File: src/rtl/alu_share_arbiter.sv
// rtl/alu_share_arbiter.sv - time-shares one combinational ALU between two requesters
// Grants one request, registers operands onto the ALU, captures result and flags, returns a tagged response.
module alu_share_arbiter #(
  parameter bit RR_EN = 1'b1
) (
  input  logic        clk,
  input  logic        rst_n,
  input  logic        req0_valid,
  input  logic [31:0] req0_A,
  input  logic [31:0] req0_B,
  input  logic [3:0]  req0_Op,
  output logic        req0_ready,
  input  logic        req1_valid,
  input  logic [31:0] req1_A,
  input  logic [31:0] req1_B,
  input  logic [3:0]  req1_Op,
  output logic        req1_ready,
  output logic [31:0] alu_A,
  output logic [31:0] alu_B,
  output logic [3:0]  alu_Op,
  input  logic [31:0] alu_Out,
  input  logic        alu_zero,
  input  logic        alu_N,
  input  logic        alu_C,
  input  logic        alu_V,
  output logic        rsp_valid,
  input  logic        rsp_ready,
  output logic        rsp_id,
  output logic [31:0] rsp_Out,
  output logic        rsp_zero,
  output logic        rsp_N,
  output logic        rsp_C,
  output logic        rsp_V
);

  typedef enum logic [1:0] {IDLE, EXEC, RESP} state_t;

  state_t state, state_nx;
  logic   pri;
  logic   grant_any;
  logic   grant_id;
  logic   flag_op;

  always_comb begin
    state_nx   = state;
    grant_any  = 1'b0;
    grant_id   = 1'b0;
    req0_ready = 1'b0;
    req1_ready = 1'b0;
    case (state)
      IDLE: begin
        if (req0_valid || req1_valid) begin
          grant_any = 1'b1;
          if (req0_valid && req1_valid)
            grant_id = RR_EN ? pri : 1'b0;
          else
            grant_id = req1_valid;
          // readies are gated so nothing is offered while reset is held
          req0_ready = rst_n & ~grant_id;
          req1_ready = rst_n & grant_id;
          state_nx   = EXEC;
        end
      end
      EXEC:    state_nx = RESP;
      RESP:    if (rsp_ready) state_nx = IDLE;
      default: state_nx = IDLE;
    endcase
  end

  assign rsp_valid = (state == RESP);

  // the ALU only refreshes its flags for these opcodes; others carry stale values
  assign flag_op = (alu_Op == 4'd3) || (alu_Op == 4'd8) || (alu_Op == 4'd9);

  always_ff @(posedge clk or negedge rst_n) begin
    if (!rst_n) begin
      state    <= IDLE;
      pri      <= 1'b0;
      alu_A    <= 32'd0;
      alu_B    <= 32'd0;
      alu_Op   <= 4'd0;
      rsp_id   <= 1'b0;
      rsp_Out  <= 32'd0;
      rsp_zero <= 1'b0;
      rsp_N    <= 1'b0;
      rsp_C    <= 1'b0;
      rsp_V    <= 1'b0;
    end else begin
      state <= state_nx;
      if (grant_any) begin
        alu_A  <= grant_id ? req1_A  : req0_A;
        alu_B  <= grant_id ? req1_B  : req0_B;
        alu_Op <= grant_id ? req1_Op : req0_Op;
        rsp_id <= grant_id;
        if (RR_EN) pri <= ~grant_id;
      end
      if (state == EXEC) begin
        rsp_Out  <= alu_Out;
        rsp_zero <= flag_op & alu_zero;
        rsp_N    <= flag_op & alu_N;
        rsp_C    <= flag_op & alu_C;
        rsp_V    <= flag_op & alu_V;
      end
    end
  end

endmodule

File: config.mk
export PLATFORM = sky130hd
export DESIGN_NAME = alu_share_arbiter
export DESIGN_NICKNAME = d
export VERILOG_FILES = /design/src/rtl/alu_share_arbiter.sv
export SDC_FILE = /design/constraint.sdc
export NUM_CORES = 1
export LEC_CHECK = 0
export ABC_AREA = 1
export CELL_PAD_IN_SITES_DETAIL_PLACEMENT = 1
export CELL_PAD_IN_SITES_GLOBAL_PLACEMENT = 2
export CORE_MARGIN = 2
export CORE_UTILIZATION = 36
export DETAILED_ROUTE_END_ITERATION = 8
export DONT_BUFFER_PORTS = 1
export PLACE_DENSITY = 0.8
export SLEW_MARGIN = 20
export SYNTH_ARGS = -nofsm -noshare
export SYNTH_HDL_FRONTEND = slang
export SYNTH_SLANG_ARGS = --single-unit
File: constraint.sdc
create_clock -name clk -period 3.2 [get_ports clk]
set_input_delay 0.64 -clock clk [delete_from_list [all_inputs] [get_ports clk]]
set_output_delay 0.64 -clock clk [all_outputs]
set_load 0.01 [all_outputs]
* Word level (Yosys, flattened, before mapping)
Cells that the tools add are included.
Cells by class: equal/unequal tests 7, muxes and demuxes 17, bitwise logic cells 8, reduce and logical (&&, ||, !) cells 6
Operator list (number):
- two-way mux 32 bit | 2
- two-way mux 1 bit | 11
- equality test 4 bit (second input constant) | 2
- bitwise AND 1 bit | 6
- case mux 2 bit (3 select lines) | 1
- equality test 4 x 2 -> 1 bit (second input constant) | 1
- two-way mux 2 bit | 2
- two-way mux 4 bit | 1
- logical OR 1 bit | 3
- equality test 2 x 1 -> 1 bit (second input constant) | 1
- equality test 2 bit (second input constant) | 1
- zero test 2 bit | 1
- != test 2 x 1 -> 1 bit (second input constant) | 1
- != test 2 bit (second input constant) | 1
- inverter 1 bit | 2
- AND reduction 2 bit | 1
- logical AND 1 bit | 1
Storage, ports and cells: bits in registers 108, input bits 177, logic and storage cells 49

* Depth between registers and ports, before layout
depth in word-level cells 8, mapped depth 7, depth with buffers taken out 5

* Worst setup path before layout
No wires, ideal clock.
path type in2out, start point input port req1_valid, end point output port req1_ready, arrival 1377 ps, data required time 2560 ps, path slack 1183 ps, stages 4, cells stage by stage buf_2 > buf_1 > nand3_1 > nor2_1
Between the ends: word-level cells in the longest chain between the ends 7
RTL lines:
- start, declared | RTL line 13 | input logic req1_valid,
- logical AND 1 bit | RTL line 54 | if (req0_valid && req1_valid)
- two-way mux 1 bit | RTL line 54
- two-way mux 1 bit | RTL line 52 | if (req0_valid || req1_valid) begin
- two-way mux 1 bit | RTL line 50 | case (state)
- bitwise AND 1 bit | RTL line 60 | req1_ready = rst_n & grant_id;
- two-way mux 1 bit * | RTL line 52
- two-way mux 1 bit * | RTL line 50
- end, declared | RTL line 17 | output logic req1_ready,
Every way passes the cells marked *; elsewhere a longest branch is shown, timed or not. The select of a mux whose other input is x is not followed.

* Final worst setup path
start point register state[0], end point output port req0_ready
Between the ends: word-level cells in the longest chain between the ends 2
RTL lines:
- start, declared | RTL line 38 | state_t state, state_nx;
- start signal, assigned | RTL line 89 | state <= state_nx;
- zero test 2 bit | RTL line 50
- two-way mux 1 bit | RTL line 50
- end, declared | RTL line 12 | output logic req0_ready,
No other way between the ends.

==> results.py <==
metrics = {
    "cts": {
        "insertion_delay_ns": 0.36,
        "cts-resized-gates": 0,
        "root_buffer": "clkbuf_16",
        "htreeDepth": 3,
        "cts.path.max_buffers": 2,
        "clock_sinks": 108,
        "post-cts-setup-buffers": 0,
        "clk_transition_reported_paths_ns": 0.07,
        "cts_tree": "built",
        "numCtsBuffers": 9,
    },
    "timing": {
        "rsz0062_at_grt": "no",
        "clock_skew_ns": 0.00853,
        "hold_viol_final": 0,
        "finalMaxSlewViolations": 0,
        "fmax_mhz": 433,
        "min_period_ns": 2.31,
        "post-route-period-util_pct": 72.2,
        "slew_headroom_pct": 48.5,
        "tightest_slew_ns": 0.772,
        "fin_setup_tns_ns": 0,
        "setup_viol": 0,
    },
    "drt": {
        "viasPerCell": 5.98,
        "num_vias": 4280,
        "ant_nets": 0,
        "wire_per_inst_um": 22.9,
        "drc_errors": 0,
        "totalWireLength_mm": 16.4,
        "dr.first_iter.drc_count": 261,
        "drt_first_pass_iters": 4,
    },
    "critical_path": {
        "r2r_cells": 7,
        "path_max_fanout": 39,
        "path_class": "flip-flop to output port",
        "arrival_ns": 1.67,
        "cp-start-kind": "flip-flop",
        "crit_path_end_kind": "output port",
        "crit_required_ns": 2.56,
    },
    "hold_path": {
        "hold_class": "input port to async pin",
    },
    "logic_synthesis": {
        "synth.avg_cell_area_um2": 8.60,
        "yosys_warnings": 0,
        "synth_fp_nets": 747,
        "ys_seq_area_share_pct": 55.1,
        "synthDistinctLibCells": 15,
        "syn_area_mm2": 0.00490,
        "ys_seq_elements": 108,
        "postSynthCellCount": 570,
    },
    "final_layout": {
        "drive_above_1_share_pct": 5.56,
        "multi_input_area_mm2": 0.00194,
        "n_fill_cell": 1584,
        "seq_area_mm2": 0.00270,
        "area_growth_pct": 7.12,
        "fin_area_mm2": 0.00525,
        "post-route-util_pct": 39.5,
        "nets": 712,
        "n_antenna_cell": 0,
    },
    "run": {
        "cap_viol_max_count": 0,
    },
    "grt": {
        "met2_usage_pct": 38.7,
        "busiest_layer": "met2",
        "grt.met3_usage_pct": 8.25,
        "grt_use_total_pct": 22.7,
        "use_met1_pct": 26.2,
        "grt_pass1_vias": 4647,
        "grt_max_degree": 109,
        "grt.overflow.total": 0,
        "grt_pass1_wl_mm": 25.7,
        "antenna_found_initial": 0,
    },
    "placement": {
        "placed_area_mm2": 0.00495,
        "place_hpwl_mm": 10.7,
        "place_congestion": 0.800,
        "port_buffers": 0,
    },
    "pwr": {
        "power_frac_comb_pct": 33.6,
        "p_leak_uw": 0.00243,
        "vdd.ir_drop.worst_v": 0.000380,
        "switching_share_pct": 46.6,
        "pwr-share-clk_pct": 18.0,
        "p_per_area_mw_per_mm2": 1140,
        "switching_power_uw": 2790,
        "cellInternalPower_uw": 3200,
        "finalPower_uw": 5990,
        "seq_power_share_pct": 48.5,
    },
    "floorplanning": {
        "die_y_um": 121,
        "die_w_um": 121,
        "die-area_mm2": 0.0146,
        "row_count": 42,
        "initial_core_util_pct": 36.9,
        "io_pins": 285,
        "core-area_mm2": 0.0133,
    },
    "outcome": {
        "outcome": "complete, no violations",
    },
}
through the flow:
step | std cells | hold slack [ns] | setup slack, ns
floorplan | 570 | 0.344 | 1.18
global placement | 699 | 0.347 | 1.16
finish | 716 | 0.187 | 0.891
global route | 716 | 0.245 | 0.811
detailed placement | 699 | 0.347 | 1.11
CTS | 716 | 0.264 | 0.865
sequential cells by signal (all words and copies together), names as in the netlist:
register,flops
alu_A,32
alu_B,32
rsp_Out,32
alu_Op,4
state,2
pri,1
rsp_C,1
rsp_N,1
rsp_V,1
rsp_id,1
rsp_zero,1
critical path, cell delays in order (launching register included):
cell and delay (ns):
dfrtp_1 0.41, buf_4 0.28, inv_1 0.10, nand2_1 0.09, nor2_4 0.09, nand2_1 0.08, nor2_1 0.26
logic make-up after synthesis:
kind of cell	after synthesis	synth area share, %
AO/OA/AOI/OAI	7	0.791
buffers and inverters	60	5.61
flip-flops	108	55.1
AND/OR/NAND/NOR	395	38.5
Yosys cell counts (all sizes together):
library cell  count  area, um2
nand3           173        866
nand4            68        425
clkbuf           18       67.6
inv               6       22.5
nor2              8       45.0
nand2           146        551
o21ai             7       38.8
buf              36        185
dfrtp           108       2700
layout make-up:
type	count	area share, %
Clock buffer	10	4.36
Clock inverter	6	0.905
Inverter	6	0.429
Multi-Input combinational cell	402	36.9
Sequential cell	108	51.5
Tap cell	176	4.19
Timing Repair Buffer	8	1.76
repair_timing:
item / 4_1_cts / 5_1_grt
hold buffers: 1 / 0
endpoints found under the setup margin: 0 / 0
endpoints found under the hold margin: 108 / 0
routing by layer:
metal | wire (um) | part of all wire, %
met5 | 0 | 0
met4 | 416 | 2.5
met3 | 1510 | 9.2
met2 | 8190 | 50
met1 | 6310 | 38
layout by cell type (no fill, tap or decap):
master and n:
buf_16 1, inv_2 1, nand2_1 143, nand3_1 173
clkinv_2 1, o21ai_4 1, o21ai_0 6, buf_4 6
buf_12 1, nand4_1 68, inv_1 5, clkbuf_16 9
nor2_1 6, inv_6 2, clkinv_4 2, dfrtp_1 108
clkinvlp_4 1, nor2_4 2, clkbuf_1 1, nand2_2 3
power by group through the flow:
| stage | clock, uW | sequential, uW | combinational (uW) |
|---|---|---|---|
| after global routing | 1160 | 2990 | 2320 |
| after CTS | 1100 | 2920 | 2050 |
| after floorplan | 0 | 2720 | 1590 |
| after detailed placement | 0 | 2930 | 2010 |
| final | 1080 | 2900 | 2010 |
| after global placement | 0 | 2920 | 1890 |
worst paths after layout:
kind	from	slack [ns]	endpoint
worst max-delay path	state[0]	0.89	req0_ready
worst min-delay path	rst_n	0.19	state[0]
worst max register to register	state[0]	1.20	alu_B[31]
worst min register to register	rsp_Out[23]	0.54	rsp_Out[23]
max in group asynchronous	rst_n	2.48	alu_A[23]
min in group clk	rsp_ready	0.39	state[1]
Power figures use the tool's default switching activity.
